### src/rtl/an_sec_arbiter.sv
// Round-robin front end that shares one AN-code SEC decoder among NREQ requesters.
// Grants one requester, starts the decoder, returns its result or a watchdog abort.
module an_sec_arbiter #(
  parameter int NREQ    = 4,
  parameter int W_BITS  = 36,
  parameter int N_BITS  = 29,
  parameter int TIMEOUT = 15
) (
  input  logic                   clk,
  input  logic                   rst,
  input  logic [NREQ-1:0]        req,
  input  logic [NREQ*W_BITS-1:0] req_w,
  output logic [NREQ-1:0]        gnt,
  output logic [NREQ-1:0]        rsp_valid,
  output logic [N_BITS-1:0]      rsp_n,
  output logic                   rsp_err,
  output logic                   dec_start,
  output logic [W_BITS-1:0]      dec_w,
  input  logic                   dec_found,
  input  logic [N_BITS-1:0]      dec_n,
  output logic                   busy,
  output logic [15:0]            done_cnt,
  output logic [7:0]             abort_cnt
);

  localparam int               IDX_W    = $clog2(NREQ);
  localparam logic [NREQ-1:0]  ONE_HOT0 = NREQ'(1);
  localparam logic [IDX_W-1:0] LAST_IDX = IDX_W'(NREQ - 1);
  localparam logic [7:0]       WD_LAST  = 8'(TIMEOUT - 1);

  typedef enum logic [1:0] {S_IDLE, S_ISSUE, S_WAIT, S_RESP} state_t;

  state_t            state;
  logic [IDX_W-1:0]  ptr;
  logic [IDX_W-1:0]  idx;
  logic [7:0]        wd;
  logic [IDX_W-1:0]  pick;
  logic [IDX_W-1:0]  cand;
  logic              pick_ok;
  logic [W_BITS-1:0] req_arr [NREQ];

  for (genvar g = 0; g < NREQ; g++) begin : g_unpack
    assign req_arr[g] = req_w[g*W_BITS +: W_BITS];
  end

  // Rotating priority: first asserted request at or after ptr, wrapping.
  always_comb begin
    // NOTE: every variable gets a default before the loop, so no path leaves
    // one unassigned and no latch is inferred.
    pick    = '0;
    cand    = '0;
    pick_ok = 1'b0;
    for (int k = 0; k < NREQ; k++) begin
      cand = IDX_W'((int'(ptr) + k) % NREQ);
      if (!pick_ok && req[cand]) begin
        pick    = cand;
        pick_ok = 1'b1;
      end
    end
  end

  // NOTE: all state below is updated with non-blocking assignments so every
  // register sees the pre-edge values of the others, independent of order.
  always_ff @(posedge clk) begin
    if (rst) begin
      state     <= S_IDLE;
      ptr       <= '0;
      idx       <= '0;
      wd        <= '0;
      gnt       <= '0;
      rsp_valid <= '0;
      rsp_n     <= '0;
      rsp_err   <= 1'b0;
      dec_start <= 1'b0;
      dec_w     <= '0;
      busy      <= 1'b0;
      done_cnt  <= '0;
      abort_cnt <= '0;
    end else begin
      gnt       <= '0;
      rsp_valid <= '0;
      dec_start <= 1'b0;
      case (state)
        S_IDLE: begin
          if (pick_ok) begin
            idx       <= pick;
            dec_w     <= req_arr[pick];
            gnt       <= ONE_HOT0 << pick;
            dec_start <= 1'b1;
            busy      <= 1'b1;
            state     <= S_ISSUE;
          end
        end
        S_ISSUE: begin
          ptr   <= (idx == LAST_IDX) ? '0 : idx + IDX_W'(1);
          wd    <= '0;
          state <= S_WAIT;
        end
        S_WAIT: begin
          // A result in the final watchdog cycle still wins over the abort.
          if (dec_found) begin
            rsp_n     <= dec_n;
            rsp_err   <= 1'b0;
            done_cnt  <= done_cnt + 16'd1;
            rsp_valid <= ONE_HOT0 << idx;
            state     <= S_RESP;
          end else if (wd == WD_LAST) begin
            rsp_n     <= '0;
            rsp_err   <= 1'b1;
            if (abort_cnt != 8'hFF) abort_cnt <= abort_cnt + 8'd1;
            rsp_valid <= ONE_HOT0 << idx;
            state     <= S_RESP;
          end else begin
            wd <= wd + 8'd1;
          end
        end
        S_RESP: begin
          busy  <= 1'b0;
          state <= S_IDLE;
        end
        default: state <= S_IDLE;
      endcase
    end
  end

endmodule

### config.mk
export PLATFORM = sky130hd
export DESIGN_NAME = an_sec_arbiter
export DESIGN_NICKNAME = d
export VERILOG_FILES = /design/src/rtl/an_sec_arbiter.sv
export SDC_FILE = /design/constraint.sdc
export NUM_CORES = 1
export LEC_CHECK = 0
export ABC_AREA = 1
export BUFFER_PORTS_ARGS = -buffer_cell sky130_fd_sc_hd__buf_4
export CORE_AREA = 2 2 142 130
export CTS_BUF_LIST = sky130_fd_sc_hd__clkbuf_4 sky130_fd_sc_hd__clkbuf_8
export DETAILED_ROUTE_END_ITERATION = 12
export DIE_AREA = 0 0 144 132
export GPL_ROUTABILITY_DRIVEN = 0
export PLACE_DENSITY = 0.67
export SYNTH_ARGS = -nofsm -noshare
export SYNTH_HDL_FRONTEND = slang
export SYNTH_SLANG_ARGS = --single-unit
### constraint.sdc
create_clock -name clk -period 4.6 [get_ports clk]
set_input_delay 0.23 -clock clk [delete_from_list [all_inputs] [get_ports clk]]
set_output_delay 0.23 -clock clk [all_outputs]
set_load 0.01 [all_outputs]
Word-level counts from Yosys, hierarchy flattened
Index checks and enable logic that the tools add are counted.

$add $sub $neg: 7. Magnitude comparators: 5. Eq/ne operators: 10. Shift operators: 2. Mux-type cells: 36. Bitwise operators: 5. Reductions and logical operators: 20.

Operators with widths (count): 36-bit binary-select mux with 2-bit select (1); 36-bit two-way mux (2); 29-bit two-way mux (2); 16-bit by 1-bit adder with 16-bit output, second input constant (1); 8-bit by 1-bit adder with 8-bit output, second input constant (2); 2-bit two-way mux (8); 8-bit two-way mux (2); 8-bit case mux with 2 select lines (1); 2-bit by 3-bit less-than comparator with 1-bit output, second input constant (4); 1-bit two-way mux (12); 2-bit AND reduction (5); 1-bit binary-select mux with 2-bit select (4); 8-bit by 4-bit == test with 1-bit output, second input constant (1); 4-bit two-way mux (2); 8-bit inequality test, second input constant (1); 2-bit case mux with 4 select lines (1); 1-bit by 2-bit left shift with 4-bit output, first input constant (2); 2-bit == test, second input constant (3); 2-bit inequality test, second input constant (3); 2-bit nonzero test (3); 2-bit by 1-bit adder with 2-bit output, second input constant (2); 2-bit adder, second input constant (2); 1-bit inverter (4); 4-bit AND reduction (1); other kinds (11) (16).

Flip-flop bits (word level): 114. Output and inout port bits: 100.

Depth between registers and ports, before layout
Gate-level depths: netlist of the first run.

Word-level depth: 16. Mapped depth: 16. Mapped depth without buffers: 14.

Worst setup path before layout of the first run
OpenSTA, ideal clock, no wires.

Kind: flip-flop to flip-flop. From: reg state[0]. To: reg done_cnt[15]. Library setup time: 0.128 ns. Arrival: 1.786 ns. Path slack: 2.686 ns. Stages on the path, launching flop included: 14. Buffers on the path: 0. Clock period less this slack: 1.914 ns. Cell sequence: dfxtp_1 -> inv_1 -> ha_1 -> nand2_2 -> inv_2 -> nand2_1 -> nor2_1 -> nand2_1 -> nor2_2 -> nand4_1 -> nor2_1 -> nand3_1 -> xor2_1 -> nor2_1.

Word-level cells in the longest chain between the ends: 2.

RTL lines: start: declaration (line 33) `state_t state;`; start signal: assignment (line 66) `state <= S_IDLE;`; start signal: assignment (line 91) `state <= S_ISSUE;`; start signal: assignment (line 97) `state <= S_WAIT;`; 2-bit == test (line 83) `case (state)`; 2-bit AND reduction (no line); end signal: assignment (line 104) `done_cnt <= done_cnt + 16'd1;`; end: declaration (line 22) `output logic [15:0] done_cnt,`.

No other way between the ends. A chain may end at the register's enable or synchronous reset.

Worst setup path after layout of the first run
Ends and elaborated chain as after synthesis.

==> reports/results.tsv, run 1 <==
stage	metric	value	unit
setup_path	r2r-start	state[0]	
global_routing	grt_pass1_wl	34.66	mm
setup_path	cp.arrival	3.50	ns
cells_and_area	final_area	9345	um2
outcome	outcome	finished clean	
routing	firstDrtPassIters	5	
cells_and_area	final_nets	1535	
timing	tns	0	ns
clock_tree	clock_path_buffers	2	
placed_design	numPortBuffers	279	
timing	grt_setup_unrepaired	no	
clock_tree	cts_resized	0	
global_routing	grt.met1_usage	0.2934	
pwr	p_per_area	549.4	nW/um2
clock_tree	cts_buffers	17	
cells_and_area	diodes	0	
synth	syn_nets	1296	
setup_path	crit_fanout	34	
setup_path	rrSetupSlack	1.36	ns
pwr	p_sw_frac	0.4744	
die	start_util	0.3940	
setup_path	cp_data_required_time	4.86	ns
global_routing	grt_max_degree	84	
timing	setup_slack	1.361	ns
global_routing	use_met2	0.3701	
cells_and_area	drive_gt1_frac	0.2576	
setup_path	crit_start	state[0]	
die	coreArea	17440	um2
die	pin_count	280	
global_routing	grtUsageMet3	0.05049	
timing	fmax	308.7	MHz
clock_tree	clk_pin_slew	0.08	ns
clock_tree	insertion_delay	0.43	ns
global_routing	grt_pass1_vias	6935	
timing	final.period_utilization	0.7042	
pwr	combPwrFrac	0.566	
timing	whs	0.04834	ns
run	drv_cap	0	
routing	avgViaCountPerCell	4.784	
pwr	leakagePower	5.049	nW
routing	first_iter_violations	447	
synth	yosysSeqAreaShare	0.3321	
timing	setup_violations	0	
clock_tree	cts-root-buf	clkbuf_8	
die	num_rows	46	
setup_path	worst-setup-path-type	reg2reg	
pwr	p_int	2.698	mW
pwr	ir_worst_vdd	0.4203	mV
timing	worst_slew_pin_slew	1.031	ns
synth	synth_cells	1103	
cells_and_area	layout_commonest_cell	buf_4	
setup_path	endpoint	done_cnt[15]	
worst_hold_path	hold_path.class	in2reg	
routing	totalWireLength	21.85	mm
clock_tree	cts_tree	built	
die	chipWidth	144	um
global_routing	overflow	0	
pwr	switching_power	2.436	mW
timing	min_period	3.239	ns
global_routing	grtUsageTotal	0.2262	
cells_and_area	mostFrequentLayoutCells	286 x buf_4, 225 x inv_1, 222 x nand2_1	
global_routing	antenna_found_initial	0	
synth	synth.distinct_cells	32	
synth	synth_warnings	0	
pwr	p_clk_frac	0.176	
setup_path	reg2reg_depth	13	
clock_tree	cts_setup_buffers	0	
cells_and_area	area_growth	36.00	%
placed_design	preCtsSetupSlack	1.390	ns
setup_path	path_common_cell	nor2_1	
setup_path	startpoint_type	flip-flop	
synth	synth_seq_cells	114	
cells_and_area	utilization	0.5359	
routing	vias	7631	
worst_hold_path	hp-start	dec_n[24]	
synth	synthesis.area	6872	um2
timing	final_max_slew_viol_count	0	
placed_design	dp_hpwl	15.34	mm
pwr	seq_power_share	0.257	
setup_path	critPathCaptureType	flip-flop	
routing	wire_per_inst	13.70	um
placed_design	post_dp_cell_area	8962	um2
setup_path	timing.rr.end	done_cnt[15]	
worst_hold_path	worstHoldPathCells	3	
clock_tree	htreeDepth	4	
timing	hold_violations	0	
setup_path	slowest_stage	inv_2	
routing	drtAntennaViolNets	0	
timing	clock_skew	0.01282	ns
synth	synth.avg_cell_area	6.230	um2
setup_path	slowest_delay	0.62	ns
die	die_h	132	um
routing	route.detailed.drc	0	
global_routing	grt.busiest_layer	met2	
clock_tree	cts.sinks	114	
timing	slew_headroom	0.3110	
setup_path	crit_chain	inv_1, ha_1, nand2_2, inv_2, nand2_1, nor2_1, nand2_1, nor2_2, nand4_1, nor2_1, nand3_1, xor2_1, nor2_1	
die	die-area	19010	um2
clock_tree	cts_hold_buf	0	
==> Yosys cell counts <==
cell type | count | share of area
nand3b_1 | 1 | 0.0011
inv_1 | 225 | 0.12
o21a_1 | 2 | 0.0022
clkbuf_1 | 31 | 0.017
o31ai_2 | 1 | 0.0018
buf_4 | 3 | 0.0033
nor2_4 | 1 | 0.0016
buf_2 | 18 | 0.013
xor2_1 | 5 | 0.0064
ha_1 | 13 | 0.024
inv_2 | 7 | 0.0038
nor3b_1 | 4 | 0.0044
nor4_1 | 1 | 0.00091
a21oi_1 | 56 | 0.041
o21ai_1 | 2 | 0.0015
o31ai_1 | 1 | 0.0011
nand2_1 | 222 | 0.12
nor3_1 | 14 | 0.010
buf_1 | 4 | 0.0022
nand3_2 | 4 | 0.0058
dfxtp_1 | 114 | 0.33
nand2_2 | 7 | 0.0064
o21ai_0 | 15 | 0.011
nor2_1 | 97 | 0.053
nor2_2 | 10 | 0.0091
nand3_1 | 153 | 0.11
xnor2_1 | 1 | 0.0013
nor3_2 | 1 | 0.0015
a211oi_1 | 1 | 0.0011
buf_6 | 10 | 0.016
nand4_1 | 78 | 0.071
o22ai_1 | 1 | 0.00091
==> critical path, delay by kind of cell, from the launching register on <==
family	cells	cell delay [ns]
xor gates and xnor gates	1	0.14
adders and majority gates	1	0.32
buffers and inverters	2	0.74
DFF	1	0.33
and+or+nand+nor	9	1.52
==> final cells by class <==
| class | count | area, um2 |
|---|---|---|
| Fill cell | 1834 | 8094 |
| Multi-Input combinational cell | 691 | 3362 |
| Sequential cell | 114 | 2282 |
| Timing Repair Buffer | 286 | 2147 |
| Inverter | 232 | 870.8 |
| Tap cell | 240 | 300.3 |
| Clock buffer | 21 | 276.5 |
| Clock inverter | 11 | 106.4 |
==> sequential cells by signal, indices dropped and copies added, names as in the netlist <==
register / flops
idx: 2
rsp_err: 1
ptr: 2
abort_cnt: 8
busy: 1
rsp_n: 29
gnt: 4
done_cnt: 16
dec_w: 36
dec_start: 1
state: 2
wd: 8
rsp_valid: 4
==> power by group through the flow <==
stage          sequential, mW  clock (mW)  combinational (mW)
3_3_place_gp             1.34           0                2.88
6_report                 1.32       0.906                2.91
3_5_place_dp             1.34           0                2.91
4_1_cts                  1.32       0.935                2.91
2_1_floorplan            1.40           0                2.12
5_1_grt                  1.35       0.976                3.30
==> per-layer routing <==
metal	part of all wire	up-vias
li1	-	3946
met1	0.44	3397
met2	0.48	251
met3	0.058	37
met4	0.024	0
met5	0	-
==> stage by stage <==
step	power, mW	std cells
after global routing	5.619	1595
after floorplan	3.519	1103
after CTS	5.170	1595
after detailed placement	4.248	1563
final	5.134	1595
after global placement	4.222	1563
==> how the worst min path moves through the flow <==
stage                           end
after global placement        wd[7]
after floorplan           rsp_n[16]
after CTS                 rsp_n[18]
after detailed placement      wd[7]
final                     rsp_n[24]
after global routing      rsp_n[21]
==> kinds of logic after synthesis <==
kind of cell,share of synthesized area
adders and majority gates,0.02367
AOI/OAI and AO/OA,0.06027
buffers and inverters,0.1786
and+or+nand+nor,0.3977
DFF,0.3321
xor gates and xnor gates,0.007647
(Power assumes the default switching activity.)
==> inputs of run 2 (changes only) <==
clock period = 3.3 ns   (was 4.6 ns; I/O delays follow)
==> run 2 against run 1 <==
  * Clock skew is 0.0022 ns lower
  * First-iteration DRC count is 12% lower
  * Register-to-register slack worse by 0.71 ns
  * Non-clock buffer count is 35 higher
  * Clock power is 72% higher
  * Critical path depth is 2 higher
  * Largest cell class unchanged
  * Critical endpoint is now dec_w[33]
  * Highest routed layer unchanged
  * Sequential power is 40% higher
==> reports/results.tsv, run 2 (synthesized netlist as in run 1, its figures left out) <==
stage	metric	value	unit	change
pwr	combPwrFrac	0.550		-0.016
cells_and_area	fillers	1743		-5.0%
timing	final_max_slew_viol_count	0		unchanged
clock_tree	cts.sinks	114		unchanged
cells_and_area	diodes	0		unchanged
placed_design	numPortBuffers	279		unchanged
global_routing	overflow	0		unchanged
clock_tree	clk_pin_slew	0.07	ns	about the same
cells_and_area	top_register	dec_w		
routing	wire_per_inst	13.55	um	-1.1%
clock_tree	insertion_delay	0.43	ns	about the same
die	num_rows	46		unchanged
cells_and_area	area_growth	42.46	%	
setup_path	worst-setup-path-type	reg2reg		
clock_tree	cts_resized	0		unchanged
global_routing	grt_max_degree	83		-1.2%
placed_design	dp_cells	1569		+0.38%
cells_and_area	final_nets	1570		+2.3%
die	chipWidth	144	um	unchanged
global_routing	grt_pass1_vias	7103		+2.4%
die	coreArea	17440	um2	unchanged
setup_path	crit_start	ptr[0]		
cells_and_area	drive_gt1_frac	0.2554		-0.002169
cells_and_area	mostFrequentLayoutCells	290 x buf_4, 225 x inv_1, 222 x nand2_1		
setup_path	startpoint_type	flip-flop		
timing	hold_violations	0		unchanged
routing	totalWireLength	22.08	mm	+1.1%
die	die_h	132	um	unchanged
routing	first_iter_violations	395		-12%
setup_path	crit_chain	inv_2, nand2_1, nand2_2, nand2_1, nand2_2, nor2_4, nand3_2, buf_4, nand3_2, buf_12, nand2_1, nand3_1, nand3_1, nand2_1, inv_1		
timing	grt_setup_unrepaired	no		
global_routing	grtUsageTotal	0.2287		+0.002481
timing	clock_skew	0.01066	ns	-0.002160 ns
die	start_util	0.3940		unchanged
routing	drtAntennaViolNets	0		unchanged
timing	min_period	2.649	ns	-0.5903 ns
clock_tree	htreeDepth	4		unchanged
global_routing	antenna_found_initial	0		unchanged
worst_hold_path	hold_path.class	in2reg		
clock_tree	clock_path_buffers	2		unchanged
timing	final.period_utilization	0.8028		+0.09856
cells_and_area	fin_cells	1630		+2.2%
die	die-area	19010	um2	unchanged
pwr	p_total	7.569	mW	+47%
routing	avgViaCountPerCell	4.785		about the same
clock_tree	cts_buffers	17		unchanged
setup_path	critPathCaptureType	flip-flop		
setup_path	crit_fanout	65		+91%
pwr	p_int	4.134	mW	+53%
cells_and_area	multi_input_area	3362	um2	unchanged
pwr	seq_power_share	0.244		-0.013
cells_and_area	layout_commonest_cell	buf_4		
cells_and_area	utilization	0.5613		+0.02547
setup_path	r2r-start	ptr[0]		
pwr	p_per_area	773.2	nW/um2	+41%
die	pin_count	280		unchanged
placed_design	dp_hpwl	15.29	mm	-0.35%
routing	firstDrtPassIters	5		unchanged
global_routing	grt_pass1_wl	35.25	mm	+1.7%
clock_tree	cts-root-buf	clkbuf_8		
cells_and_area	largest_reg_flops	36		unchanged
timing	setup_violations	0		unchanged
pwr	switching_power	3.435	mW	+41%
run	drv_cap	0		unchanged
setup_path	slowest_delay	0.53	ns	-0.09 ns
routing	vias	7799		+2.2%
pwr	p_sw_frac	0.4538		-0.02061
clock_tree	cts_setup_buffers	0		unchanged
cells_and_area	regArea	2282	um2	unchanged
clock_tree	cts_tree	built		
worst_hold_path	hp-start	dec_found		
cells_and_area	reg_top3	dec_w (36), rsp_n (29), done_cnt (16)		
timing	worst_slew_pin_slew	0.9608	ns	-0.07019 ns
outcome	outcome	finished clean		
setup_path	cp_data_required_time	3.62	ns	-1.24 ns
pwr	p_clk_frac	0.206		+0.030
pwr	leakagePower	5.257	nW	+4.1%
timing	tns	0	ns	unchanged
routing	route.detailed.drc	0		unchanged
setup_path	slowest_stage	dfxtp_1		
timing	slew_headroom	0.3595		+0.04846
pwr	ir_worst_vdd	0.7567	mV	+80%
setup_path	path_common_cell	nand2_1		
setup_path	cp.arrival	2.97	ns	-0.53 ns
timing	fmax	377.5	MHz	+22%
[run 2: cell count changes in the layout (fill, tap and decap cells not counted)]
cell and delta:
clkinvlp_4 -3, buf_4 +4, bufinv_16 +4, inv_6 +1, buf_12 +2, dlygate4sd3_1 +29
clkbuf_8 -1, clkinv_4 -1
[run 2: repair_timing]
item                                    in CTS  in global routing
hold buffers                                29                  0
endpoints found under the setup margin       0                  0
hold endpoints to repair                    29                  0
[run 2: critical path, delay by kind of cell, from the launching register on]
| kind | cells | cell delay [ns] |
|---|---|---|
| buf+inv | 4 | 0.75 |
| simple gates | 11 | 1.22 |
| flops | 1 | 0.53 |
[run 2: per-layer routing]
| metal | global-route usage | share of wire | vias to the layer above |
|---|---|---|---|
| met1 | 0.3052 | 0.45 | 3495 |
| li1 | - | - | 4019 |
| met2 | 0.3693 | 0.47 | 253 |
| met5 | 0 | 0 | - |
| met4 | 0.07680 | 0.024 | 0 |
| met3 | 0.04468 | 0.059 | 32 |
[run 2: power groups by stage]
stage,combinational (mW),clock [mW],sequential [mW]
global placement,4.09,0,1.87
floorplan,2.96,0,1.95
global route,4.69,1.66,1.88
finish,4.16,1.56,1.85
CTS,4.16,1.59,1.85
detailed placement,4.12,0,1.87
[run 2: area by class of cell]
class                   instances  share of cell area
multi-input cells             691              0.3434
well taps                     240             0.03067
repair buffers                321              0.2561
inverters                     232             0.08896
flip-flops and latches        114              0.2331
clock buffers                  20             0.02684
clock inverters                12             0.02083
[run 2: worst paths after layout]
path / depth (start not counted) / to / slack, ns
max: 15 / dec_w[33] / 0.65
max reg2reg: 15 / dec_w[33] / 0.65
min reg2reg: 1 / wd[0] / 0.46
min: 3 / rsp_valid[3] / 0.1
[run 2: metrics by stage]
stage	hold slack (ns)	instance area, um2	setup WS [ns]
global placement	0.4321	9032	0.7895
finish	0.09845	9789	0.6508
floorplan	0.3123	6872	1.386
detailed placement	0.4346	9032	0.6912
CTS	0.07132	9789	0.6693
global route	0.08769	9789	0.3595
==> inputs of run 3 (changes only) <==
clock period = 2.6 ns   (was 3.3 ns; I/O delays follow)
==> run 3 against run 2 <==
  * Sequential power rose by 27%
  * Cell count did not move
  * Cell area rose by 0.26%
  * Sequential cell count did not move
  * Global-route usage rose by 0.30 points
  * Die area did not move
  * Register-to-register slack got worse by 0.32 ns
  * Critical path type unchanged
  * Largest cell class unchanged
==> reports/results.tsv, run 3 (synthesized netlist as in run 1, its figures left out) <==
stage	metric	value	unit	change
outcome	outcome	finished clean		
clock_tree	clock_path_buffers	2		unchanged
routing	avgViaCountPerCell	4.815		+0.63%
timing	worst_slew_pin_slew	0.6041	ns	-0.3566 ns
setup_path	crit_family	simple AND/OR/NAND/NOR gates		
timing	setup_slack	0.3342	ns	-0.3166 ns
pwr	p_per_area	978.7	nW/um2	+27%
placed_design	numPortBuffers	279		unchanged
timing	hold_violations	0		unchanged
worst_hold_path	hold_path.class	in2reg		
placed_design	post_dp_cell_area	9090	um2	+0.64%
placed_design	dp_hpwl	15.31	mm	+0.15%
cells_and_area	layout_commonest_cell	buf_4		
setup_path	crit_chain	inv_1, ha_1, nand2_2, inv_2, nand2_1, nor2_1, nand2_1, nor2_2, nand4_1, nor2_1, nand3_1, xor2_1, nor2_1		
run	drv_cap	0		unchanged
global_routing	overflow	0		unchanged
pwr	ir_worst_vdd	0.8259	mV	+9.1%
setup_path	worst-setup-path-type	reg2reg		
clock_tree	cts.sinks	114		unchanged
clock_tree	clk_pin_slew	0.07	ns	about the same
timing	tns	0	ns	unchanged
setup_path	path_common_cell	nor2_1		
cells_and_area	final_nets	1571		+0.064%
timing	clock_skew	0.01201	ns	+0.001356 ns
die	die_h	132	um	unchanged
clock_tree	cts-root-buf	clkbuf_8		
timing	setup_violations	0		unchanged
global_routing	grtUsageTotal	0.2318		+0.003045
global_routing	antenna_found_initial	0		unchanged
die	coreArea	17440	um2	unchanged
setup_path	cp_data_required_time	2.90	ns	-0.72 ns
setup_path	startpoint_type	flip-flop		
setup_path	critPathCaptureType	flip-flop		
global_routing	grt_pass1_vias	7218		+1.6%
cells_and_area	final_area	9814	um2	+0.26%
routing	drtAntennaViolNets	0		unchanged
timing	final_max_slew_viol_count	0		unchanged
placed_design	preCtsSetupSlack	0.3982	ns	-0.2930 ns
cells_and_area	area_growth	42.83	%	
setup_path	crit_fanout	12		-82%
cells_and_area	drive_gt1_frac	0.2554		unchanged
die	num_rows	46		unchanged
cells_and_area	reg_top3	dec_w (36), rsp_n (29), done_cnt (16)		
routing	wire_per_inst	13.80	um	+1.9%
placed_design	dp_cells	1570		+0.064%
cells_and_area	mostFrequentLayoutCells	287 x buf_4, 225 x inv_1, 222 x nand2_1		
setup_path	cp.arrival	2.57	ns	-0.40 ns
routing	first_iter_violations	543		+37%
cells_and_area	top_register	dec_w		
timing	whs	0.06169	ns	-0.03676 ns
die	start_util	0.3940		unchanged
setup_path	crit_buf_inv	2		-2
cells_and_area	largest_reg_flops	36		unchanged
routing	vias	7848		+0.63%
cells_and_area	fin_cells	1630		unchanged
pwr	leakagePower	5.264	nW	+0.13%
clock_tree	cts_setup_buffers	0		unchanged
global_routing	grt_max_degree	73		-12%
timing	fmax	441.3	MHz	+17%
routing	firstDrtPassIters	5		unchanged
timing	grt_setup_unrepaired	no		
routing	totalWireLength	22.50	mm	+1.9%
global_routing	grt_pass1_wl	35.74	mm	+1.4%
clock_tree	cts_tree	built		
die	pin_count	280		unchanged
clock_tree	htreeDepth	4		unchanged
die	die-area	19010	um2	unchanged
die	chipWidth	144	um	unchanged
timing	slew_headroom	0.5968		+0.2373
cells_and_area	diodes	0		unchanged
setup_path	slowest_delay	0.33	ns	-0.20 ns
clock_tree	cts_hold_buf	29		unchanged
timing	min_period	2.266	ns	-0.3834 ns
clock_tree	cts_resized	0		unchanged
clock_tree	cts_buffers	17		unchanged
setup_path	slowest_stage	dfxtp_1		
timing	final.period_utilization	0.8715		+0.06867
routing	route.detailed.drc	0		unchanged
clock_tree	insertion_delay	0.43	ns	about the same
run 3: per-layer routing:
metal | vias to the layer above | GRT usage | routed length (um)
met5 | - | 0 | 0
met4 | 0 | 0.09477 | 682
met3 | 37 | 0.04541 | 1387
met2 | 271 | 0.3775 | 10670
met1 | 3519 | 0.2993 | 9757
li1 | 4021 | - | -
run 3: through the flow:
step	power, mW	util
floorplan	6.226	-
global placement	7.711	0.5212
detailed placement	7.743	0.5212
CTS	9.657	0.5628
global route	10.48	0.5628
finish	9.605	0.5628
run 3: report_power, final:
part	switching (mW)	leakage, nW	total (mW)	internal [mW]
Combinational	3.35	4.13	5.41	2.06
Sequential	0.239	0.931	2.35	2.11
Clock	0.780	0.207	1.84	1.06
Total	4.37	5.26	9.61	5.24
run 3: final cells by class:
class,instances,area [um2]
well taps,240,300.3
fillers,1777,7625
multi-input cells,691,3362
flip-flops and latches,114,2282
inverters,232,870.8
repair buffers,322,2565
clock inverters,13,186.4
clock buffers,18,247.7
run 3: final timing paths:
path              cells past startpoint  slack, ns  startpoint           end
setup reg to reg                     13       0.33    state[0]  done_cnt[15]
hold reg to reg                       1       0.45       wd[7]         wd[7]
hold / removal                        3       0.06   dec_found  rsp_valid[3]
setup / recovery                     13       0.33    state[0]  done_cnt[15]
run 3: worst min-delay path, stage by stage:
cell and delay [ns]:
buf_4 0.10, nor2_1 0.08, nor3_1 0.13
